<file path="src/rtl/iic_pkg.sv">
// Shared definitions for the IIC command-queue register block.
// Holds register offsets, status/ctrl/action bit positions and FSM states.
package iic_pkg;

    localparam logic [15:0] REG_DEVID     = 16'h0000;
    localparam logic [15:0] REG_STATUS    = 16'h0001;
    localparam logic [15:0] REG_CFG_DEVID = 16'h0002;
    localparam logic [15:0] REG_CFG_ADDR  = 16'h0003;
    localparam logic [15:0] REG_CFG_WDATA = 16'h0004;
    localparam logic [15:0] REG_RDATA     = 16'h0005;
    localparam logic [15:0] REG_PUSH_WR   = 16'h0006;
    localparam logic [15:0] REG_PUSH_RD   = 16'h0007;
    localparam logic [15:0] REG_CFG_CH    = 16'h0008;
    localparam logic [15:0] REG_CTRL      = 16'h0009;
    localparam logic [15:0] REG_QCOUNT    = 16'h000A;
    localparam logic [15:0] REG_DCOUNT    = 16'h000B;
    localparam logic [15:0] REG_ACTION    = 16'h000C;
    localparam logic [15:0] REG_DBG_BASE  = 16'h0080;

    localparam int ST_BUSY    = 0;
    localparam int ST_EMPTY   = 1;
    localparam int ST_FULL    = 2;
    localparam int ST_NACK    = 3;
    localparam int ST_OVF     = 4;
    localparam int ST_DONE    = 5;
    localparam int ST_HALTED  = 6;

    localparam int CTRL_HALT  = 0;
    localparam int CTRL_IRQEN = 1;

    localparam int ACT_FLUSH  = 0;
    localparam int ACT_CLR    = 1;
    localparam int ACT_RESUME = 2;

    localparam int CMD_W      = 33;

    typedef enum logic [1:0] {
        S_IDLE  = 2'd0,
        S_ISSUE = 2'd1,
        S_WAIT  = 2'd2
    } state_t;

endpackage

</file>
<file path="src/rtl/iic_cmdq_fifo.sv">
// Synchronous command FIFO with pointer wrap, flush and occupancy count.
// Ports: i_clk/i_rst, i_flush, i_push/i_wdata, i_pop, o_rdata (head), o_count/o_empty/o_full.
module iic_cmdq_fifo #(
    parameter int DEPTH = 8,
    parameter int W     = 33
) (
    input  logic                     i_clk,
    input  logic                     i_rst,
    input  logic                     i_flush,
    input  logic                     i_push,
    input  logic [W-1:0]             i_wdata,
    input  logic                     i_pop,
    output logic [W-1:0]             o_rdata,
    output logic [$clog2(DEPTH):0]   o_count,
    output logic                     o_empty,
    output logic                     o_full
);
    localparam int AW = $clog2(DEPTH);

    logic [W-1:0]  r_mem [DEPTH];
    logic [AW-1:0] r_wptr;
    logic [AW-1:0] r_rptr;
    logic [AW:0]   r_count;
    logic          w_do_push;
    logic          w_do_pop;

    assign o_empty   = (r_count == '0);
    assign o_full    = (r_count == (AW+1)'(DEPTH));
    assign o_count   = r_count;
    assign o_rdata   = r_mem[r_rptr];
    // A full queue drops the push even if a pop happens on the same edge.
    assign w_do_push = i_push & ~o_full & ~i_flush;
    assign w_do_pop  = i_pop & ~o_empty & ~i_flush;

    always_ff @(posedge i_clk) begin
        if (w_do_push) begin
            r_mem[r_wptr] <= i_wdata;
        end
    end

    always_ff @(posedge i_clk) begin
        if (i_rst || i_flush) begin
            r_wptr  <= '0;
            r_rptr  <= '0;
            r_count <= '0;
        end else begin
            if (w_do_push) r_wptr <= r_wptr + AW'(1);
            if (w_do_pop)  r_rptr <= r_rptr + AW'(1);
            unique case ({w_do_push, w_do_pop})
                2'b10:   r_count <= r_count + (AW+1)'(1);
                2'b01:   r_count <= r_count - (AW+1)'(1);
                default: r_count <= r_count;
            endcase
        end
    end

endmodule

</file>
<file path="src/rtl/iic_cmdq_reg.sv">
// IIC command-queue register block: bus-mapped config, command FIFO and issue FSM.
// Ports: clk/rst, fx_* register bus, cmd_* valid/ready to the engine, rsp_* completion, irq.
module iic_cmdq_reg
    import iic_pkg::*;
#(
    parameter  int QDEPTH = 8,
    parameter  int NCH    = 1,
    parameter  int NDBG   = 8,
    localparam int CHW    = (NCH > 1) ? $clog2(NCH) : 1
) (
    input  logic           i_clk_sys,
    input  logic           i_rst,
    input  logic [5:0]     i_dev_id,
    input  logic           i_fx_wr,
    input  logic [21:0]    i_fx_waddr,
    input  logic [7:0]     i_fx_data,
    input  logic           i_fx_rd,
    input  logic [21:0]    i_fx_raddr,
    output logic [7:0]     o_fx_q,
    output logic           o_cmd_valid,
    input  logic           i_cmd_ready,
    output logic           o_cmd_rw,
    output logic [CHW-1:0] o_cmd_ch,
    output logic [7:0]     o_cmd_devid,
    output logic [7:0]     o_cmd_addr,
    output logic [7:0]     o_cmd_wdata,
    input  logic           i_rsp_valid,
    input  logic [7:0]     i_rsp_rdata,
    input  logic           i_rsp_nack,
    output logic           o_irq
);
    localparam int CW     = $clog2(QDEPTH) + 1;
    localparam int NDBG_A = (NDBG > 0) ? NDBG : 1;

    state_t           r_state;
    logic             r_own;
    logic [7:0]       r_cfg_devid, r_cfg_addr, r_cfg_wdata, r_last, r_dcnt;
    logic [CHW-1:0]   r_cfg_ch;
    logic             r_halt_en, r_irq_en, r_s_nack, r_s_ovf, r_s_done, r_halted;
    logic [7:0]       r_dbg [NDBG_A];

    logic             w_wsel, w_rsel, w_push, w_flush, w_clr, w_resume;
    logic [15:0]      w_woff, w_roff;
    logic             w_hs, w_done, w_nack_ev, w_ovf_ev;
    logic [CMD_W-1:0] w_push_data, w_head;
    logic [CW-1:0]    w_count;
    logic             w_empty, w_full;
    logic [7:0]       w_status, w_rdata;
    logic             w_unused_head;

    assign w_wsel    = i_fx_wr && (i_fx_waddr[21:16] == i_dev_id);
    assign w_rsel    = i_fx_rd && (i_fx_raddr[21:16] == i_dev_id);
    assign w_woff    = i_fx_waddr[15:0];
    assign w_roff    = i_fx_raddr[15:0];
    assign w_push    = w_wsel && i_fx_data[0]
                     && (w_woff == REG_PUSH_WR || w_woff == REG_PUSH_RD);
    assign w_flush   = w_wsel && (w_woff == REG_ACTION) && i_fx_data[ACT_FLUSH];
    assign w_clr     = w_wsel && (w_woff == REG_ACTION) && i_fx_data[ACT_CLR];
    assign w_resume  = w_wsel && (w_woff == REG_ACTION) && i_fx_data[ACT_RESUME];
    assign w_push_data = {(w_woff == REG_PUSH_RD), {(8-CHW){1'b0}}, r_cfg_ch,
                          r_cfg_devid, r_cfg_addr, r_cfg_wdata};
    assign w_hs      = (r_state == S_ISSUE) && i_cmd_ready;
    assign w_done    = (r_state == S_WAIT) && i_rsp_valid;
    assign w_nack_ev = w_done && i_rsp_nack;
    assign w_ovf_ev  = w_push && w_full && !w_flush;
    assign o_irq     = r_irq_en & (r_s_done | r_s_nack | r_s_ovf);
    assign w_unused_head = ^w_head[31:24];

    iic_cmdq_fifo #(.DEPTH(QDEPTH), .W(CMD_W)) u_fifo (
        .i_clk   (i_clk_sys),
        .i_rst   (i_rst),
        .i_flush (w_flush),
        .i_push  (w_push),
        .i_wdata (w_push_data),
        // A flushed head is no longer ours to pop when its handshake arrives.
        .i_pop   (w_hs && r_own),
        .o_rdata (w_head),
        .o_count (w_count),
        .o_empty (w_empty),
        .o_full  (w_full)
    );

    always_ff @(posedge i_clk_sys) begin
        if (i_rst) begin
            r_state     <= S_IDLE;
            r_own       <= 1'b0;
            o_cmd_valid <= 1'b0;
            o_cmd_rw    <= 1'b0;
            o_cmd_ch    <= '0;
            o_cmd_devid <= '0;
            o_cmd_addr  <= '0;
            o_cmd_wdata <= '0;
        end else begin
            unique case (r_state)
                S_IDLE: begin
                    if (!w_empty && !r_halted && !w_flush) begin
                        r_state     <= S_ISSUE;
                        r_own       <= 1'b1;
                        o_cmd_valid <= 1'b1;
                        o_cmd_rw    <= w_head[32];
                        o_cmd_ch    <= w_head[24 +: CHW];
                        o_cmd_devid <= w_head[23:16];
                        o_cmd_addr  <= w_head[15:8];
                        o_cmd_wdata <= w_head[7:0];
                    end
                end
                S_ISSUE: begin
                    if (w_flush) r_own <= 1'b0;
                    if (i_cmd_ready) begin
                        r_state     <= S_WAIT;
                        o_cmd_valid <= 1'b0;
                    end
                end
                S_WAIT: begin
                    if (i_rsp_valid) r_state <= S_IDLE;
                end
                default: r_state <= S_IDLE;
            endcase
        end
    end

    always_ff @(posedge i_clk_sys) begin
        if (i_rst) begin
            r_cfg_devid <= 8'h42;
            r_cfg_addr  <= '0;
            r_cfg_wdata <= '0;
            r_cfg_ch    <= '0;
            r_halt_en   <= 1'b0;
            r_irq_en    <= 1'b0;
            r_s_nack    <= 1'b0;
            r_s_ovf     <= 1'b0;
            r_s_done    <= 1'b0;
            r_halted    <= 1'b0;
            r_last      <= '0;
            r_dcnt      <= '0;
            o_fx_q      <= '0;
            for (int i = 0; i < NDBG_A; i++) r_dbg[i] <= 8'(8'h80 + i);
        end else begin
            if (w_wsel) begin
                case (w_woff)
                    REG_CFG_DEVID: r_cfg_devid <= i_fx_data;
                    REG_CFG_ADDR:  r_cfg_addr  <= i_fx_data;
                    REG_CFG_WDATA: r_cfg_wdata <= i_fx_data;
                    REG_CFG_CH:    r_cfg_ch    <= i_fx_data[CHW-1:0];
                    REG_CTRL: begin
                        r_halt_en <= i_fx_data[CTRL_HALT];
                        r_irq_en  <= i_fx_data[CTRL_IRQEN];
                    end
                    default: ;
                endcase
                for (int i = 0; i < NDBG; i++)
                    if (w_woff == REG_DBG_BASE + 16'(i)) r_dbg[i] <= i_fx_data;
            end
            // Setting events override a same-edge clear.
            r_s_nack <= (r_s_nack & ~w_clr) | w_nack_ev;
            r_s_ovf  <= (r_s_ovf  & ~w_clr) | w_ovf_ev;
            r_s_done <= (r_s_done & ~w_clr) | w_done;
            if (w_nack_ev && r_halt_en) r_halted <= 1'b1;
            else if (w_resume)          r_halted <= 1'b0;
            if (w_done) begin
                r_dcnt <= r_dcnt + 8'd1;
                if (o_cmd_rw) r_last <= i_rsp_rdata;
            end
            o_fx_q <= w_rsel ? w_rdata : 8'h00;
        end
    end

    always_comb begin
        w_status           = '0;
        w_status[ST_BUSY]  = (r_state != S_IDLE);
        w_status[ST_EMPTY] = w_empty;
        w_status[ST_FULL]  = w_full;
        w_status[ST_NACK]  = r_s_nack;
        w_status[ST_OVF]   = r_s_ovf;
        w_status[ST_DONE]  = r_s_done;
        w_status[ST_HALTED] = r_halted;
    end

    always_comb begin
        w_rdata = '0;
        case (w_roff)
            REG_DEVID:     w_rdata = {2'b00, i_dev_id};
            REG_STATUS:    w_rdata = w_status;
            REG_CFG_DEVID: w_rdata = r_cfg_devid;
            REG_CFG_ADDR:  w_rdata = r_cfg_addr;
            REG_CFG_WDATA: w_rdata = r_cfg_wdata;
            REG_RDATA:     w_rdata = r_last;
            REG_CFG_CH:    w_rdata = {{(8-CHW){1'b0}}, r_cfg_ch};
            REG_CTRL:      w_rdata = {6'b0, r_irq_en, r_halt_en};
            REG_QCOUNT:    w_rdata = {{(8-CW){1'b0}}, w_count};
            REG_DCOUNT:    w_rdata = r_dcnt;
            default:       w_rdata = '0;
        endcase
        for (int i = 0; i < NDBG; i++)
            if (w_roff == REG_DBG_BASE + 16'(i)) w_rdata = r_dbg[i];
    end

endmodule

</file>
<file path="config.mk">
export PLATFORM = sky130hd
export DESIGN_NAME = iic_cmdq_reg
export DESIGN_NICKNAME = d
export VERILOG_FILES = /design/src/rtl/iic_pkg.sv /design/src/rtl/iic_cmdq_fifo.sv /design/src/rtl/iic_cmdq_reg.sv
export SDC_FILE = /design/constraint.sdc
export NUM_CORES = 1
export LEC_CHECK = 0
export ABC_AREA = 1
export CORE_MARGIN = 4
export CORE_UTILIZATION = 53
export CTS_CLUSTER_DIAMETER = 50
export CTS_CLUSTER_SIZE = 24
export DETAILED_ROUTE_END_ITERATION = 7
export PLACE_DENSITY_LB_ADDON = 0.12
export SKIP_LAST_GASP = 1
export SLEW_MARGIN = 20
export SYNTH_ARGS = -nofsm -noshare
export SYNTH_HDL_FRONTEND = slang
export SYNTH_SLANG_ARGS = --single-unit
</file>
<file path="constraint.sdc">
create_clock -name i_clk_sys -period 5.2 [get_ports i_clk_sys]
set_clock_uncertainty 0.2 [all_clocks]
set_input_delay 1.56 -clock i_clk_sys [delete_from_list [all_inputs] [get_ports i_clk_sys]]
set_output_delay 1.56 -clock i_clk_sys [all_outputs]
set_load 0.05 [all_outputs]
</file>
# [After elaboration in Yosys (flattened, before gate mapping)]
# Memories as Yosys holds them, arrays and structs flattened. A register that Yosys moved wholly into a read port is not among the register bits.
# Cells that the tools add are included.
# Widths: inputs -> output; s select.
[word_totals] output_inout_bits=36 inputBits=73 wordCells=201 register_bits=69 mem_bits_rw=272 n_memories=2
[memory_table] name="u_fifo.r_mem" depth=8 width=26 read_ports=1 rd_ports_with_merged_regs=1 wr=1 line="iic_cmdq_fifo.sv:20" source="logic [W-1:0] r_mem [DEPTH];"
[memory_table] name="r_dbg" depth=8 width=8 read_ports=8 rd_ports_with_merged_regs=0 wr=8 line="iic_cmdq_reg.sv:40" source="logic [7:0] r_dbg [NDBG_A];"
[classes] n_addsub=5 bitwise_logic=26 eq_ne=44 n_reduce_logical=40 n_mux=65
[ops] operator="$eq 16x8->1 const B" count=16
[ops] operator="$mux 8" count=16
[ops] operator="$eq 16x4->1 const B" count=7
[ops] operator="$eq 16x3->1 const B" count=5
[ops] operator="$pmux 8 s10" count=1
[ops] operator="$eq 16x2->1 const B" count=4
[ops] operator="$mux 1" count=41
[ops] operator="$logic_and 1x1->1" count=17
[ops] operator="$eq 16x1->1 const B" count=1
[ops] operator="$logic_not 16->1" count=1
[ops] operator="$reduce_and 2->1" count=7
[ops] operator="$or 1x1->1" count=13
[ops] operator="$eq 6x6->1" count=2
[ops] operator="$reduce_and 3->1" count=3
[ops] operator="$add 8x1->8 const B" count=1
[ops] operator="$and 1x1->1" count=8
[ops] operator="$pmux 4 s2" count=1
[ops] operator="$reduce_bool 2->1" count=4
[ops] operator="$add 3x1->3 const B" count=2
[ops] operator="$mux 2" count=3
[ops] operator="$ne 2x2->1 const B" count=3
[ops] operator="$pmux 2 s3" count=1
[ops] operator="$not 1->1" count=5
[ops] operator="$add 4x1->4 const B" count=1
[ops] operator="11 further kinds" count=17

# [Longest topological paths before layout]
[depth] ltp_word=10 depth_mapped=19 depth_no_buf=19

# [By module]
# Synthesis repeated with hierarchy kept, for this count alone.
[unflattened] hier_cells=1772 hier_area_um2=18186.2
[by_module_without_submodules] module="iic_cmdq_fifo" area_each_um2=10986.8 n_inst=1 cells_each=843 seq_area_each_um2=8187.9
[by_module_without_submodules] module="iic_cmdq_reg" area_each_um2=7199.4 n_inst=1 cells_each=929 seq_area_each_um2=3623.5

# [Worst setup path after synthesis]
# No wires, ideal clock.
[synth_path] path_type="input -> register" from="input i_fx_waddr[11]" to="memory u_fifo.r_mem[2][0] (netlist name) (enable)" path_buffers=0 t_arrival_ns=4.507 t_required_ns=4.558 cell_stages=10 setup_ns=0.442 setup_slack_ns=0.051 cell_sequence="nor2_1 nand4_2 nor2_1 inv_1 nor3_2 nand2_1 nor2_2 inv_2 or2_4 nor3_1"
[synth_between] elab_chain_cells=7 word_cells_on_any_way=12 cone_classes="3 x eq/ne; 2 x mux; 3 x bitwise; 4 x reduce/logical"
[synth_rtl] element="start: declaration" line="iic_cmdq_reg.sv:15" source="input logic [21:0] i_fx_waddr,"
[synth_rtl] element="$eq 16x3->1 / $eq 16x4->1 (equally long branches)" line="iic_cmdq_reg.sv:56, iic_cmdq_reg.sv:57"
[synth_rtl] element="$logic_or 1x1->1 / $logic_and 1x1->1 (equally long branches)" line="iic_cmdq_reg.sv:56, iic_cmdq_reg.sv:57"
[synth_rtl] element="$logic_and 1x1->1, on equally long branches" line="iic_cmdq_reg.sv:56, iic_cmdq_reg.sv:57"
[synth_rtl] element="$and 1x1->1 / $not 1->1 (equally long branches)" line="iic_cmdq_fifo.sv:32" source="assign w_do_push = i_push & ~o_full & ~i_flush;"
[synth_rtl] element="$and 1x1->1 *" line="iic_cmdq_fifo.sv:32"
[synth_rtl] element="$mux 1 *" line="iic_cmdq_fifo.sv:36" source="if (w_do_push) begin"
[synth_rtl] element="$mux 1 (not written as such) *" line="iic_cmdq_fifo.sv:37" source="r_mem[r_wptr] <= i_wdata;"
[synth_rtl] element="end: declaration" line="iic_cmdq_fifo.sv:20"
# Mark *: on every way between the ends. The rest lies on a longest branch, timed or not.

# [Final worst setup path]
[layout_path] from="input i_fx_waddr[9]" to="register u_fifo.r_count[3] (netlist: u_fifo.o_count[3])"
[layout_between] elab_chain_cells=7 word_cells_on_any_way=16 cone_classes="5 x eq/ne; 1 x mux; 4 x bitwise; 6 x reduce/logical"
[layout_rtl] element="$eq 16x4->1 *" line="iic_cmdq_reg.sv:57" source="assign w_flush = w_wsel && (w_woff == REG_ACTION) && i_fx_data[ACT_FLUSH];"
[layout_rtl] element="$logic_and 1x1->1 * (2 in a row)" line="iic_cmdq_reg.sv:57"
[layout_rtl] element="$not 1->1 *" line="iic_cmdq_fifo.sv:33" source="assign w_do_pop = i_pop & ~o_empty & ~i_flush;"
[layout_rtl] element="$and 1x1->1 *" line="iic_cmdq_fifo.sv:33"
[layout_rtl] element="net u_fifo.w_do_pop" line="iic_cmdq_fifo.sv:25" source="logic w_do_pop;"
[layout_rtl] element="$eq 2x1->1 / $eq 2x2->1 (equally long branches)" line="iic_cmdq_fifo.sv:49" source="unique case ({w_do_push, w_do_pop})"
[layout_rtl] element="$pmux 4 s2 / $reduce_bool 2->1 (equally long branches)"
[layout_rtl] element="end signal: assignment" line="iic_cmdq_fifo.sv:50" source="2'b10: r_count <= r_count + (AW+1)'(1);"
[layout_rtl] element="end signal: assignment" line="iic_cmdq_fifo.sv:51" source="2'b01: r_count <= r_count - (AW+1)'(1);"
[layout_rtl] element="end signal: assignment" line="iic_cmdq_fifo.sv:52" source="default: r_count <= r_count;"
[layout_rtl] element="end: declaration" line="iic_cmdq_fifo.sv:23" source="logic [AW:0] r_count;"
# Mark *: on every way through the listed nets, which the timed path passes. The rest lies on a longest branch.
# A chain may end at the register's enable or synchronous reset.

==> results.json <==
{
  "outcome": "finished clean",
  "setup_violations": 0,
  "drc": 0,
  "fillers": 2416,
  "crit_arrival_ns": 4.60,
  "dp_cells": 2012,
  "grt_max_degree": 74,
  "clock.fmax_mhz": 227,
  "cts_resized": 0,
  "start_util": 0.536,
  "most-common-layout-cells": "272 x edfxtp_1, 266 x nand2_1, 201 x a21oi_1",
  "multi_input_area_mm2": 0.00487,
  "cts_max_level": 2,
  "grt_pass1_vias": 11400,
  "hpwlAfterDp_um": 26000,
  "rsz0062_at_grt": "false",
  "ioPinCount": 109,
  "layout_commonest_cell": "edfxtp_1",
  "numCtsBuffers": 35,
  "diodes": 0,
  "num_rows": 63,
  "gp_congestion": 0.919,
  "total_power_uw": 5860,
  "core-area_mm2": 0.0296,
  "wire_per_inst_um": 19.3,
  "cp_max_fo": 5,
  "clk_latency_ns": 0.51,
  "grt_pass1_wl_um": 62100,
  "final_area_mm2": 0.0186,
  "cts_num_sinks": 367,
  "yosysSeqAreaShare": 0.633,
  "crit_type": "input pin to flip-flop",
  "maxSlewViolCount": 0,
  "regArea_mm2": 0.0101,
  "worst_ep_required_time_ns": 5.40,
  "yosys_register_bits": 367,
  "synth_edf_count": 272,
  "ant_nets": 0,
  "io_buffers": 108,
  "async_flop_share": 0,
  "p_leak_uw": 0.00681,
  "num_vias": 11800,
  "hold_ws_ns": 0.243,
  "p_per_area_mw_per_mm2": 315,
  "ys_warn_count": 0,
  "period_needed_ns": 4.41,
  "slew_headroom": 0.397,
  "hold_buffers": 0,
  "ir_drop_mv": 0.174,
  "hold_viol": 0,
  "syn_avg_cell_area_um2": 10.2,
  "post_cts_buffers": 0,
  "worst_pin_slew_ns": 0.903,
  "clockBufferDepth": 3,
  "instances_no_fill": 2075,
  "area_delta_synth_final_pct": 17.0,
  "finalSetupTns_ns": 0,
  "overflow": 0,
  "holdCritPathClass": "flip-flop to flip-flop",
  "startpoint_type": "input pin",
  "ys.flop_type": "edfxtp_1",
  "fin_crit_sh": 0.847,
  "dieWidth_um": 181,
  "cts-root-buf": "clkbuf_16",
  "syn_area_mm2": 0.0159,
  "drt_iter0_markers": 1176,
  "die-area_mm2": 0.0328,
  "dr.pass1.iters": 6,
  "drive_gt1_frac": 0.116,
  "num-nets-final": 1739,
  "avgViaCountPerCell": 5.67,
  "syn_inst": 1555,
  "syn-num-nets": 1635,
  "clkTransAtPathRegs_ns": 0.07,
  "fp.dieH_um": 181,
  "routed_wl_um": 40000,
  "antenna_found_initial": 0,
  "maxCapViolations": 0,
  "post_dp_cell_area_mm2": 0.0174,
  "cts_tree": "done",
  "grt_use_total": 0.240,
  "cp-end-kind": "flip-flop",
  "ys_types": 43
}
## logic make-up after synthesis
| logic type | share of synthesized area |
|---|---|
| AO/OA/AOI/OAI | 0.133 |
| buffers and inverters | 0.0628 |
| adder cells (fa/ha/maj) | 0.00598 |
| XOR/XNOR | 0.00276 |
| AND/OR/NAND/NOR | 0.162 |
| flip-flops | 0.633 |
## flip-flops by register name, indices dropped and copies added (netlist names), 8 cells and up
signal / count
o_cmd_addr: 8
o_cmd_devid: 8
o_cmd_wdata: 8
o_fx_q: 8
r_cfg_addr: 8
r_cfg_devid: 8
r_cfg_wdata: 8
r_dbg: 64
r_dcnt: 8
r_last: 8
u_fifo.r_mem: 208
## stage by stage
step / util / setup slack [ns]
2_1_floorplan: - / 0.0514
3_3_place_gp: 0.588 / 0.370
3_5_place_dp: 0.588 / 0.287
4_1_cts: 0.628 / 0.843
5_1_grt: 0.628 / 0.585
6_report: 0.628 / 0.794
## final timing paths
kind                          start           endpoint  slack, ns  cells past startpoint
setup / recovery      i_fx_waddr[9]  u_fifo.o_count[3]       0.79                     17
hold reg to reg      o_cmd_wdata[4]     o_cmd_wdata[4]       0.24                      2
setup reg to reg  u_fifo.o_count[1]  u_fifo.o_count[3]       2.44                     15
hold / removal       o_cmd_wdata[4]     o_cmd_wdata[4]       0.24                      2
## worst max-delay path, cell delays in order
cell	delay, ns
clkdlybuf4s50_1	0.40
nor2_1	0.13
nand4_2	0.31
nor4_4	0.44
nand2_2	0.17
nand2_1	0.15
inv_1	0.10
ha_1	0.25
ha_1	0.33
nand2_1	0.07
nor2_1	0.04
a211oi_1	0.23
nand2_1	0.09
nand2_1	0.07
nor2_1	0.05
o21ai_0	0.15
a21oi_1	0.06
## Yosys cell counts, drive strengths merged (2+ instances only)
| cell type | number | area [um2] |
|---|---|---|
| clkinv | 4 | 15.0 |
| nand3b | 2 | 15.0 |
| o21ai | 115 | 576 |
| ha | 6 | 75.1 |
| nand4 | 15 | 130 |
| o21bai | 2 | 15.0 |
| or2 | 40 | 253 |
| edfxtp | 272 | 8170 |
| o211ai | 2 | 15.0 |
| dfxtp | 95 | 1900 |
| xnor2 | 2 | 17.5 |
| a211oi | 5 | 37.5 |
| nor3 | 26 | 150 |
| a21oi | 201 | 1010 |
| nor4 | 5 | 58.8 |
| inv | 174 | 653 |
| buf | 26 | 173 |
| nor2 | 122 | 546 |
| a221oi | 53 | 464 |
| xor2 | 3 | 26.3 |
| nand3 | 66 | 355 |
| nand2 | 274 | 1050 |
| clkbuf | 42 | 158 |
## metal layers
metal / up-vias / GRT usage / part of all wire
met1: 5592 / 0.323 / 0.42
met5: - / 0 / 0
li1: 5627 / - / -
met2: 450 / 0.399 / 0.48
met3: 87 / 0.0346 / 0.069
met4: 0 / 0.0880 / 0.034
## power breakdown
part | switching, uW | internal (uW) | total [uW]
registers | 8.60 | 3140 | 3150
logic | 94.3 | 68.8 | 163
clock network | 1160 | 1390 | 2550
total | 1260 | 4600 | 5860
## cell type report
cell class,count,area share
multi-input combinational,942,0.262
timing repair buffer,135,0.0710
clock inverter,22,0.0109
sequential,367,0.542
clock buffer,41,0.0523
inverter,178,0.0360
tap,390,0.0262
Note: power is estimated with default switching activity, not from simulation.
==> RTL edit 1, RTL diff (same flow settings) <==
Make the reset (`i_rst`) asynchronous in 2 clocked blocks.
--- a/src/rtl/iic_cmdq_reg.sv
+++ b/src/rtl/iic_cmdq_reg.sv
@@ -81,5 +81,5 @@
     );
 
-    always_ff @(posedge i_clk_sys) begin
+    always_ff @(posedge i_clk_sys or posedge i_rst) begin
         if (i_rst) begin
             r_state     <= S_IDLE;
@@ -120,5 +120,5 @@
     end
 
-    always_ff @(posedge i_clk_sys) begin
+    always_ff @(posedge i_clk_sys or posedge i_rst) begin
         if (i_rst) begin
             r_cfg_devid <= 8'h42;
Check against the original RTL: differs if i_rst is asserted again (counterexample within 4 cycles, from zero or initial values and one cycle with i_rst high); with i_rst held inactive, the same outputs for 4 cycles.
==> RTL edit 1 against the unedited design <==
- fmax rose by 3.1%
- sequential share of layout area rose by 0.29 points
- final area rose by 0.75%
- sequential cell count did not move
- worst setup slack improved by 0.13 ns
- critical endpoint unchanged
- largest cell class unchanged
- wire length fell by 0.90%
- synthesized area rose by 0.43%
- critical path type unchanged
Power is not compared: it rests on default switching activity, and its combinational part moved more than twofold at a synthesized area within 25%.
==> RTL edit 1: results (changes against the unedited design) <==
* Run status: finished clean
* Post-Layout Cell Count at 2103 (+1.3%)
* Dpl cell area at 17600 um2 (+0.71%)
* Fraction of registers with async set/reset at 40.6% (+41 points)
* Met3 usage at 4.15% (+0.68 points)
* Met1 Usage GRT at 33.0% (+0.68 points)
* Largest net degree at the start of global routing at 150 (+100%)
* Cells on worst reg2reg path at 18 (+3)
* Post-synthesis compound-gate area fraction at 11.0% (-2.3 points)
* Via count at 11761 (+0.043%)
* Met2 WL post-DR at 18.9 mm (-0.45%)
* Reg-to-reg slack, setup at 2.29 ns (-0.15 ns)
* Met3 wire len at 2.72 mm (-1.5%)
* Pre-CTS setup slack at 0.407 ns (+0.120 ns)
* Synth top area cells: edfxtp_1, dfrtp_1, nand2_1
* Data arrival, critical path at 4.52 ns (-0.08 ns)
* Post-synth EDFFs at 208 (-24%)
* First-pass GRT wire length at 62.7 mm (+0.92%)
* HP Start: r_dcnt[7]
* Sequential share of the synthesized area at 63.9% (+0.56 points)
* CTS Buf Count at 34 (-2.9%)
* Number of fill cells in the layout at 2367 (-2.0%)
* Fin Hold WS at 0.272 ns (+0.0288 ns)
* GP Congestion at 0.935 (+1.8%)
* Syn_area_per_cell at 10.1 um2 (-0.97%)
* Commonest cells post-synth: nand2_1, edfxtp_1, o21ai_0
* Post-Syn Nets at 1657 (+1.3%)
* Worst path slowest cell: clkdlybuf4s50_1
* Final wirelength at 39.6 mm (-0.90%)
* Vias in the first global route at 11358 (-0.28%)
* CP max stage delay at 0.56 ns (+0.12 ns)
* Worst Hold Path EP: r_dcnt[7]
* Reg2reg start: r_state[1]
* Total GRT Usage at 23.9% (-0.098 points)
* Critical path launch point: i_dev_id[0]
==> RTL edit 1: cell types whose count changed after synthesis, sizes merged, moves of 26 or more <==
cell | unedited run | this run
edfxtp | 272 | 208
a32o | 0 | 26
inv | 174 | 125
or2 | 40 | 4
dfxtp | 95 | 10
o22ai | 0 | 28
nand2 | 274 | 405
a21oi | 201 | 56
dfrtp | 0 | 127
o21ai | 115 | 193
a221oi | 53 | 1
==> RTL edit 1: area by class of cell <==
type | instances | area [um2] | share of cell area, %
Clock buffer | 38 | 876 | 4.67
Clock inverter | 24 | 287 | 1.53
Multi-Input combinational cell | 1019 | 5070 | 27.0
Tap cell | 390 | 488 | 2.60
Timing Repair Buffer | 138 | 1340 | 7.14
Inverter | 127 | 482 | 2.57
Sequential cell | 367 | 10200 | 54.4
==> RTL edit 1: power groups by stage <==
stage               clock [uW]  sequential (uW)  combinational, uW
floorplan                    0             3330                109
global placement             0             3200                421
detailed placement           0             3200                424
CTS                       2610             3140                426
global route              2740             3150                453
finish                    2560             3140                422
==> RTL edit 2, RTL diff (same flow settings) <==
Made on the original files. The parameter `QDEPTH` goes from 8 to 16.
--- a/src/rtl/iic_cmdq_reg.sv
+++ b/src/rtl/iic_cmdq_reg.sv
@@ -4,5 +4,5 @@
     import iic_pkg::*;
 #(
-    parameter  int QDEPTH = 8,
+    parameter  int QDEPTH = 16,
     parameter  int NCH    = 1,
     parameter  int NDBG   = 8,
Formal check against the unedited RTL: same outputs for any inputs over 4 cycles, from zero or initial values and one cycle with i_rst high; that may be too few to reach the edited logic, so the function may still have changed.
==> RTL edit 2 against the unedited design <==
- fmax down 0.79%
- utilization is 0.78 points lower
- critical path depth is 1 higher
- worst setup slack got worse by 0.035 ns
- power increased by 50%
- wire length rose by 56%
- synthesized area grew 52%
- die area up 49%
- final area increased by 49%
- sequential cell count increased by 211
- critical path type unchanged
==> RTL edit 2: results (changes against the unedited design) <==
* Met2 WL post-DR at 30.5 mm (+60%)
* Inverter count at 154 (-13%)
* CP Max Fanout at 6 (+1)
* Seq_cells at 578 (+57%)
* Nets@finish at 2354 (+35%)
* Run status: finished clean
* Dpl cell area at 26100 um2 (+50%)
* Layout clock area frac at 5.67% (-0.65 points)
* Sequential cell area at 16400 um2 (+63%)
* Synth top area cells: edfxtp_1, dfxtp_1, o21ai_0
* Critical Path Sink: u_fifo.o_count[4]
* CTS Buf Count at 45 (+29%)
* Met1 Usage GRT at 34.2% (+1.9 points)
* Starting DRT DRC Count at 1850 (+57%)
* CLK BUF at 51 (+24%)
* Met3 wire len at 4.44 mm (+61%)
* Reg-to-reg slack, setup at 2.31 ns (-0.13 ns)
* Area occupied by multi-input gates at 6800 um2 (+39%)
* Via count at 17042 (+45%)
* DR pass1 iterations at 5 (-1)
* DR WL/cell at 21.5 um (+12%)
* Internal power at 6830 uW (+49%)
* Unique masters post-synth at 48 (+12%)
* Met3 usage at 3.50% (+0.036 points)
* Number of fill cells in the layout at 3559 (+47%)
* Skew-Pair Late Insertion Delay at 0.60 ns (+0.09 ns)
* Pre-CTS setup slack at 0.197 ns (-0.0894 ns)
* Sequential share of the synthesized area at 67.9% (+4.6 points)
* Cell area after synthesis at 24100 um2 (+52%)
* Layout area overhead at 14.7%
* Total GRT Usage at 24.9% (+0.94 points)
* Largest net degree at the start of global routing at 212 (+190%)
* Logic pwr share at 1.8% (-1.0 points)
* Sequential power at 4980 uW (+58%)
* DPL Wire Length at 38.4 mm (+48%)
* Post-Layout Cell Count at 2899 (+40%)
* Post-synth EDFFs at 480 (+76%)
* GR Util met2 at 41.7% (+1.9 points)
* Signal buffers at 158 (+17%)
* Data arrival, critical path at 4.76 ns (+0.16 ns)
* First-pass GRT wire length at 96.3 mm (+55%)
* CP max stage delay at 0.51 ns (+0.07 ns)
* Post-Syn Nets at 2265 (+39%)
* Critical path launch point: i_fx_waddr[0]
* Share of cells above drive strength 1 at 9.19% (-2.4 points)
* Comb_multi_in at 1333 (+42%)
* Worst-margin pin slew at 1.07 ns (+0.163 ns)
* Commonest cells post-synth: edfxtp_1, nor2_1, o21ai_0
* Cells on worst reg2reg path at 17 (+2)
RTL edit 2: cell types whose count changed after synthesis, sizes merged, moves of 52 or more:
cell    before  now
a21oi      201   98
a221oi      53    0
edfxtp     272  480
o221ai       0   66
nor2       122  351
clkbuf      42   94
o21ai      115  287
RTL edit 2: kinds of logic after synthesis:
group / share of synthesized area [%]
fa+ha+maj: 0.602
compound gates: 13.3
buf+inv: 4.43
xor+xnor: 0.109
flops: 67.9
simple gates: 13.7
RTL edit 2: worst min-delay path: stages, from the launching register on:
cell	delay, ns
dfxtp_1	0.30
inv_1	0.06
a21oi_1	0.06
RTL edit 2: worst min path at each step:
stage | start | end | slack (ns)
after floorplan | r_own | r_own | 0.24
after global placement | r_own | r_own | 0.24
after detailed placement | r_own | r_own | 0.25
after CTS | r_own | r_own | 0.26
after global routing | o_cmd_wdata[5] | o_cmd_wdata[5] | 0.29
final | r_own | r_own | 0.26
